$ cat src/rtl/raven_bus_pkg.sv
// Shared bus definitions for the 68000 glue logic: cycle states, decoded
// regions and the default wait/timeout constants used by decoder and system top.
package raven_bus_pkg;

    typedef enum logic [2:0] {
        IDLE,
        WAIT,
        IOWAIT,
        ACK,
        ERR
    } bus_state_t;

    typedef enum logic [1:0] {
        REG_NONE,
        REG_RAM,
        REG_ROM,
        REG_IO
    } region_t;

    localparam int DEF_RAM_WAIT       = 0;
    localparam int DEF_ROM_WAIT       = 2;
    localparam int DEF_TIMEOUT_CYCLES = 64;

    // Simultaneous selects are legal; the DUART outranks ROM, which outranks RAM.
    function automatic region_t decode_region(input logic duart_cs_n,
                                              input logic rom_cs_n,
                                              input logic ram_cs_n);
        if (!duart_cs_n)    return REG_IO;
        else if (!rom_cs_n) return REG_ROM;
        else if (!ram_cs_n) return REG_RAM;
        else                return REG_NONE;
    endfunction

endpackage

$ cat src/rtl/bus_watchdog.sv
// Bus-cycle watchdog: saturating 8-bit clock counter that flags expiry once a
// cycle has been waiting TIMEOUT_CYCLES clocks.
module bus_watchdog #(
    parameter int TIMEOUT_CYCLES = 64
) (
    input  logic clk,
    input  logic reset,
    input  logic clear,
    input  logic enable,
    output logic expired
);

    localparam logic [7:0] TCNT_LAST = 8'(TIMEOUT_CYCLES - 1);

    logic [7:0] r_tcnt;

    always_ff @(posedge clk) begin
        if (!reset)
            r_tcnt <= '0;
        else if (clear)
            r_tcnt <= '0;
        else if (enable && (r_tcnt != 8'hFF))
            r_tcnt <= r_tcnt + 8'd1;
    end

    assign expired = (r_tcnt == TCNT_LAST);

endmodule

$ cat src/rtl/bus_cycle_ctrl.sv
// 68000 bus-cycle sequencer: per-region wait states, /DTACK generation and
// DUART ack hand-off. Define BUS_TIMEOUT_EN to add the /BERR watchdog.
module bus_cycle_ctrl
    import raven_bus_pkg::*;
#(
    parameter int RAM_WAIT       = DEF_RAM_WAIT,
    parameter int ROM_WAIT       = DEF_ROM_WAIT,
    parameter int TIMEOUT_CYCLES = DEF_TIMEOUT_CYCLES
) (
    input  logic clk,
    input  logic reset,
    input  logic as_n,
    input  logic ram_cs_n,
    input  logic rom_cs_n,
    input  logic duart_cs_n,
    input  logic duart_dtack_n,
    output logic dtack_n,
    output logic berr_n,
    output logic busy
);

    localparam logic [3:0] RAM_CNT = 4'(RAM_WAIT);
    localparam logic [3:0] ROM_CNT = 4'(ROM_WAIT);

    bus_state_t r_state, w_state_nxt;
    region_t    r_region, w_region_nxt;
    logic [3:0] r_cnt, w_cnt_nxt;
    logic       r_dtack_n;
    logic       w_expired;

    always_ff @(posedge clk) begin
        if (!reset) begin
            r_state   <= IDLE;
            r_region  <= REG_NONE;
            r_cnt     <= '0;
            r_dtack_n <= 1'b1;
        end else begin
            r_state   <= w_state_nxt;
            r_region  <= w_region_nxt;
            r_cnt     <= w_cnt_nxt;
            r_dtack_n <= (w_state_nxt != ACK);
        end
    end

    always_comb begin
        w_state_nxt  = r_state;
        w_region_nxt = r_region;
        w_cnt_nxt    = r_cnt;
        case (r_state)
            IDLE: begin
                if (!as_n) begin
                    w_region_nxt = decode_region(duart_cs_n, rom_cs_n, ram_cs_n);
                    case (w_region_nxt)
                        REG_IO:  w_state_nxt = IOWAIT;
                        REG_ROM: begin w_state_nxt = WAIT; w_cnt_nxt = ROM_CNT; end
                        REG_RAM: begin w_state_nxt = WAIT; w_cnt_nxt = RAM_CNT; end
`ifdef BUS_TIMEOUT_EN
                        // Unmapped: park with no ack source until the watchdog fires.
                        default: w_state_nxt = IOWAIT;
`else
                        default: begin w_state_nxt = WAIT; w_cnt_nxt = ROM_CNT; end
`endif
                    endcase
                end
            end
            WAIT: begin
                if (as_n)
                    w_state_nxt = IDLE;
                else if (r_cnt == 4'd0)
                    w_state_nxt = ACK;
                else if (w_expired)
                    w_state_nxt = ERR;
                else
                    w_cnt_nxt = r_cnt - 4'd1;
            end
            IOWAIT: begin
                if (as_n)
                    w_state_nxt = IDLE;
                else if ((r_region == REG_IO) && !duart_dtack_n)
                    w_state_nxt = ACK;
                else if (w_expired)
                    w_state_nxt = ERR;
            end
            ACK, ERR: begin
                if (as_n)
                    w_state_nxt = IDLE;
            end
            default: w_state_nxt = IDLE;
        endcase
    end

`ifdef BUS_TIMEOUT_EN
    logic r_berr_n;

    always_ff @(posedge clk) begin
        if (!reset)
            r_berr_n <= 1'b1;
        else
            r_berr_n <= (w_state_nxt != ERR);
    end

    bus_watchdog #(
        .TIMEOUT_CYCLES (TIMEOUT_CYCLES)
    ) u_watchdog (
        .clk     (clk),
        .reset   (reset),
        .clear   (r_state == IDLE),
        .enable  ((r_state == WAIT) || (r_state == IOWAIT)),
        .expired (w_expired)
    );

    assign berr_n = r_berr_n;
`else
    assign w_expired = 1'b0;
    assign berr_n    = 1'b1;
`endif

    assign dtack_n = r_dtack_n;
    assign busy    = (r_state != IDLE);

endmodule

$ cat config.mk
export PLATFORM = sky130hd
export DESIGN_NAME = bus_cycle_ctrl
export DESIGN_NICKNAME = d
export VERILOG_FILES = /design/src/rtl/raven_bus_pkg.sv /design/src/rtl/bus_watchdog.sv /design/src/rtl/bus_cycle_ctrl.sv
export SDC_FILE = /design/constraint.sdc
export NUM_CORES = 1
export LEC_CHECK = 0
export ABC_AREA = 1
export BUFFER_PORTS_ARGS = -buffer_cell sky130_fd_sc_hd__buf_2
export CAP_MARGIN = 20
export CORE_MARGIN = 2
export CORE_UTILIZATION = 40
export CTS_CLUSTER_DIAMETER = 50
export DETAILED_ROUTE_END_ITERATION = 6
export GPL_TIMING_DRIVEN = 0
export PLACE_DENSITY = 0.57
export SYNTH_ARGS = -nofsm -noshare
export SYNTH_HDL_FRONTEND = slang
export SYNTH_HIERARCHICAL = 1
export SYNTH_SLANG_ARGS = --single-unit
export TNS_END_PERCENT = 20
$ cat constraint.sdc
create_clock -name clk -period 2.5 [get_ports clk]
set_clock_uncertainty 0.05 [all_clocks]
set_input_delay 0.25 -clock clk [delete_from_list [all_inputs] [get_ports clk]]
set_output_delay 0.25 -clock clk [all_outputs]
set_load 0.01 [all_outputs]
After elaboration in Yosys (flattened, before gate mapping)
Index checks and enable logic that the tools add are counted.
{ "totals": {"register_bits": 10, "in_bits": 7, "word_cells": 45} }
{ "op_classes": {"add_sub_neg": 1, "eq_ne": 12, "n_mux": 18, "n_bitwise": 1, "reduce_logical": 9} }
{ "op_table": {"columns": ["operator", "count"], "rows": [
  ["3-bit 2-to-1 mux", 6],
  ["4-bit case mux with 2 select lines", 2],
  ["4-bit 2-to-1 mux", 3],
  ["3-bit case mux with 4 select lines", 1],
  ["2-bit 2-to-1 mux", 5],
  ["2-bit inequality test, second input constant", 4],
  ["3-bit by 2-bit equality test with 1-bit output, second input constant", 2],
  ["5-bit AND reduction", 1],
  ["2-bit equality test, second input constant", 2],
  ["4-bit zero test", 1],
  ["4-bit by 1-bit subtractor with 4-bit output, second input constant", 1],
  ["3-bit by 1-bit equality test with 1-bit output, second input constant", 1],
  ["3-bit equality test, second input constant", 1],
  ["3-bit zero test", 1],
  ["3-bit by 2-bit inequality test with 1-bit output, second input constant", 1],
  ["3-bit nonzero test", 1],
  ["2-bit by 1-bit equality test with 1-bit output, second input constant", 1],
  ["2-bit AND reduction", 1],
  ["2-bit nonzero test", 1],
  ["2-bit OR reduction", 1],
  ["1-bit logical AND", 1],
  ["1-bit zero test", 1],
  ["1-bit 2-to-1 mux", 1],
  ["1-bit inverter", 1]
]} }

Depth between registers and ports, before layout
{ "depth": {"word_depth": 10, "ltp_mapped": 8} }

Worst setup path before layout
OpenSTA, ideal clock, no wires.
{ "synth_timing": {"kind": "reg-to-reg", "startpoint": "reg r_cnt[0]", "endpoint": "reg r_cnt[1]", "setup_ns": 0.120, "arrival_ns": 1.016, "required_time_ns": 2.330, "path_slack_ns": 1.315, "stages_incl_launch_ff": 9, "path_buffers": 0, "synth_period_minus_slack_ns": 1.185, "cell_sequence": "dfxtp_1 -> inv_1 -> ha_1 -> nand3_1 -> clkinv_1 -> nand2_4 -> nand2_4 -> nand2_1 -> a21oi_1"} }
{ "synth_between": {"elab_chain_len": 4, "word_cells_on_any_way": 7} }
{ "synth_rtl": {"columns": ["element", "line", "text"], "rows": [
  ["start: declaration", "bus_cycle_ctrl.sv:27", "logic [3:0] r_cnt, w_cnt_nxt;"],
  ["start signal: assignment", "bus_cycle_ctrl.sv:40", "r_cnt <= w_cnt_nxt;"],
  ["4-bit by 1-bit subtractor with 4-bit output", "bus_cycle_ctrl.sv:74", "w_cnt_nxt = r_cnt - 4'd1;"],
  ["4-bit 2-to-1 mux", "bus_cycle_ctrl.sv:69", "else if (r_cnt == 4'd0)"],
  ["4-bit 2-to-1 mux", "bus_cycle_ctrl.sv:67", "if (as_n)"],
  ["4-bit case mux with 2 select lines", "bus_cycle_ctrl.sv:49", "case (r_state)"]
]} }
Several ways; a longest one is shown, not always the timed one. The select of a mux whose other input is x is not followed.
A chain may end at the register's enable or synchronous reset.

Worst setup path after layout
{ "layout_timing": {"startpoint": "reg r_state[1]", "endpoint": "out busy"} }
{ "layout_between": {"elab_chain_len": 1} }
{ "layout_rtl": {"columns": ["element", "line", "text"], "rows": [
  ["start: declaration", "bus_cycle_ctrl.sv:25", "bus_state_t r_state, w_state_nxt;"],
  ["start signal: assignment", "bus_cycle_ctrl.sv:38", "r_state <= w_state_nxt;"],
  ["3-bit nonzero test", "bus_cycle_ctrl.sv:119", "assign busy = (r_state != IDLE);"],
  ["end: declaration", "bus_cycle_ctrl.sv:19", "output logic busy"]
]} }
No other way between the ends.

==> flow_results.org <==
** Layout
- Fin nets :: 115
- The repair_antennas step left the layout with diodes totalling 0.
- Synthesis-to-finish area growth :: 15.2%
- Final instance count without filler cells :: 121
- Layout cells sized above 1 :: 24.8%
- The finished cells cover 728 um^2.

** Synthesis
- The synthesized design spends more area on one cell type than any other, namely dfxtp_1.
- The cell count after synthesis came out at 93.
- Register bit total from synthesis :: 10
- Synth warn :: 6
- Unique cell type count in the Yosys netlist :: 23
- Biggest area contributors in the synthesized netlist :: dfxtp_1 (32%), nand2_1 (13%), nand3_1 (7.1%), inv_1 (6.5%), a21oi_1 (6.3%)
- Number of synthesized flops with an enable pin :: 0
- The synthesized netlist devotes 14.1% of its cell area to compound gates.
- The synthesized design devotes to its leading area cell type 31.7% of total area.
- Cell with the most instances after synthesis :: nand2_1
- Dividing the synthesized area by the synthesized cell count gives 6.79 um^2.
- Fraction of synthesis flops using an asynchronous set or reset pin :: 0%
- Synth Flop Type :: dfxtp_1
- By area, the combinational part of the netlist is dominated by simple AND/OR/NAND/NOR gates.
- The synthesized netlist occupies a cell area of 632 um^2.
- The commonest cells after synthesis are nand2_1 (22), inv_1 (11), dfxtp_1 (10).
- The synthesized netlist devotes 38.2% of its cell area to simple gates.
- Xor/xnor cell area share of the yosys netlist :: 0%
- The synthesized netlist devotes 3.96% of its cell area to adder and majority cells.
- Summing the sequential cell areas from Yosys gives 31.7% of the chip area.
- Measured against the total synthesized area, the mux share comes to 0%.
- The number of nets handed over by synthesis was 102.

** Power
- In this run, flip-flops and latches consume 42.5% of the power.
- Cell internal power was estimated by the tool at 0.000294 W.
- The share of total power dissipated in combinational logic is 22.8%.
- Clock network power share :: 34.7%
- Summing internal, switching and leakage power gives 0.000420 W.
- Switching Power :: 0.000125 W
- Static leakage :: 0.342 nW
- The worst-case IR drop observed on VDD is 330 uV.
- Net switching is 29.9% of the power.
- Power spread over the standard cell area amounts to 576 nW/um^2.

** Timing
- Setup violations remaining at the end of the flow were counted as 0.
- Derived from the worst setup path, the maximum achievable clock frequency is 673 MHz.
- The total count of hold-check failures in the final report was 0.
- Final period util :: 59.4%
- Setup repair after global routing left no endpoint under its margin.
- The smallest clock period supported by the final layout is computed as 1.48 ns.
- Setup TNS after final layout :: 0 ns
- Worst Slack Setup Final :: 1.02 ns
- The final number of max-transition violations came to 0.

** Worst setup path
- Gate family responsible for the most delay along the worst path :: flip-flops
- On the critical path, the stage with the largest delay is an instance of dfxtp_1.
- The largest single stage delay on the critical path is 0.38 ns.
- Critical path arrival :: 1.18 ns
- In this run the worst path has a maximum fanout of 6.
- The worst setup path is captured at a primary output.
- Data on the critical path is required at its endpoint by 2.20 ns.
- The setup path with the least slack is of type flip-flop to primary output.
- Number of buffers and inverters on the critical path :: 3
- Walking the worst path, the cells encountered are inv_2 > nand2_2 > nor2_2 > inv_1 > buf_2.
- Crit path launch type :: flip-flop

** Global route
- The initial antenna violation count is 0.
- The via count of the first global-routing pass is 554.
- The first global-routing pass estimated 2180 um of wire.
- Total overflow reported by the global router :: 0
- Entering global routing, the biggest net connects 10 pins.
- Total global routing track utilization :: 15.2%

** Floorplan
- The die is 43.7 um wide.
- Initial core utilization :: 42.4%
- Die extent in y :: 43.7 um
- The core region is 1490 um^2.
- The die covers 1910 um^2.
- During I/O placement, the number of pins put on the boundary was 10.
- Cell Rows :: 14

** Clock tree
- Clock slew at the register clock pins of the worst setup and hold paths :: 0.07 ns
- Sink Count :: 10
- Buffers inserted to repair hold after CTS numbered 0.
- CTS tree :: done
- Inserted Clock Buffers :: 3
- Clock Tree Root :: clkbuf_4
- In this run the number of H-tree levels came out at 1.
- Insertion delay of the later-clocked pin in the worst-skew pair :: 0.26 ns
- Setup fix buffers added after clock tree synthesis :: 0
- No sink is reached through more buffers than the 2 on the longest clock path.
- Count of cells resized by post-cts repair :: 0

** Placement
- Summed over all nets, the half-perimeter wirelength after detailed placement is 926 um.
- At the placement stage, the worst setup path has a slack of 1.21 ns.
- The congestion estimate from routability-driven global placement came to 0.784.
- Input and output buffers added on the ports amount to 8.
- Number of placed instances, taps included :: 117
- In this run the cell area measured after placement is 692 um^2.

** Min path
- The worst hold path belongs to the class input pin to flip-flop.

** Job
- Max Cap Viol :: 0

** Route
- For this block, the initial DRC count from the detailed router was 8.
- After detailed routing, the number of vias per cell comes to 4.83.
- For this run, the detailed router's first-pass iteration total came to 4.
- The routed design has 1180 um of wire.
- Total number of vias :: 584
- Once detail routing completed, the nets flagged for antenna violations numbered 0.
- After detailed routing, the number of remaining DRC violations is 0.
- After detailed routing, the average wire length per cell comes to 9.74 um.

** Outcome
- Run status :: finished, final reports clean
## per-layer routing
metal	share of wire [%]	vias to the layer above	GRT usage, %
met3	7.0	2	4.17
met5	0	-	0
met1	50	245	21.3
met4	1.1	0	7.27
li1	-	319	-
met2	41	18	21.5
## final timing paths
kind                     from          end  slack (ns)  depth (start not counted)
setup reg to reg     r_cnt[0]     r_cnt[0]        1.21                          7
hold reg to reg   r_region[0]  r_region[0]        0.40                          2
setup / recovery   r_state[1]         busy        1.02                          5
hold / removal           as_n   r_state[2]        0.17                          2
## worst reg2reg max path, delay by kind of cell, from the launching register on
kind | cells | cell delay, ns
DFF | 1 | 0.32
and+or+nand+nor | 3 | 0.30
buffers and inverters | 2 | 0.21
adders and majority gates | 1 | 0.20
AOI/OAI and AO/OA | 1 | 0.14
## area by class of cell
class | count | area (um^2)
fillers | 144 | 761
multi-input cells | 66 | 359
flip-flops and latches | 10 | 200
inverters | 16 | 65.1
repair buffers | 8 | 40.0
clock buffers | 4 | 36.3
well taps | 16 | 20.0
plain buffers | 1 | 7.51
## logic make-up (layout without fill, tap and decap cells)
kind of cell / after synthesis / in the layout
and+or+nand+nor: 47 / 47
other: 1 / 1
DFF: 10 / 10
adders and majority gates: 2 / 2
buffers and inverters: 17 / 29
AOI/OAI and AO/OA: 16 / 16
## registers in the layout, indices dropped and copies added, names as in the netlist
register,cells
r_cnt,4
r_region,2
r_state,3
dtack_n,1
## power groups by stage
stage	Combinational, W	Sequential (W)	Clock (W)
floorplan	0.0000738	0.000181	0
global placement	0.0000962	0.000182	0
detailed placement	0.0000964	0.000182	0
CTS	0.0000970	0.000178	0.000154
global route	0.000110	0.000180	0.000159
finish	0.0000956	0.000178	0.000146
## cell usage in the layout (no fill, tap or decap), drive strengths merged
cell type,instances
clkinv,2
o21ai,6
dfxtp,10
ha,2
buf,9
inv,14
nand3b,1
nand2,26
a21oi,8
nor2,9
nand3,9
nand4,1
nor4,1
conb,1
clkbuf,4
o211ai,2
## per-stage QoR
| step | hold slack [ns] | utilization, % |
|---|---|---|
| 6_report | 0.171 | 48.9 |
| 5_1_grt | 0.174 | 48.9 |
| 4_1_cts | 0.171 | 48.9 |
| 3_5_place_dp | 0.396 | 46.5 |
| 3_3_place_gp | 0.388 | 46.5 |
| 2_1_floorplan | 0.278 | - |
No activity file was read; power rests on OpenSTA's default activity.
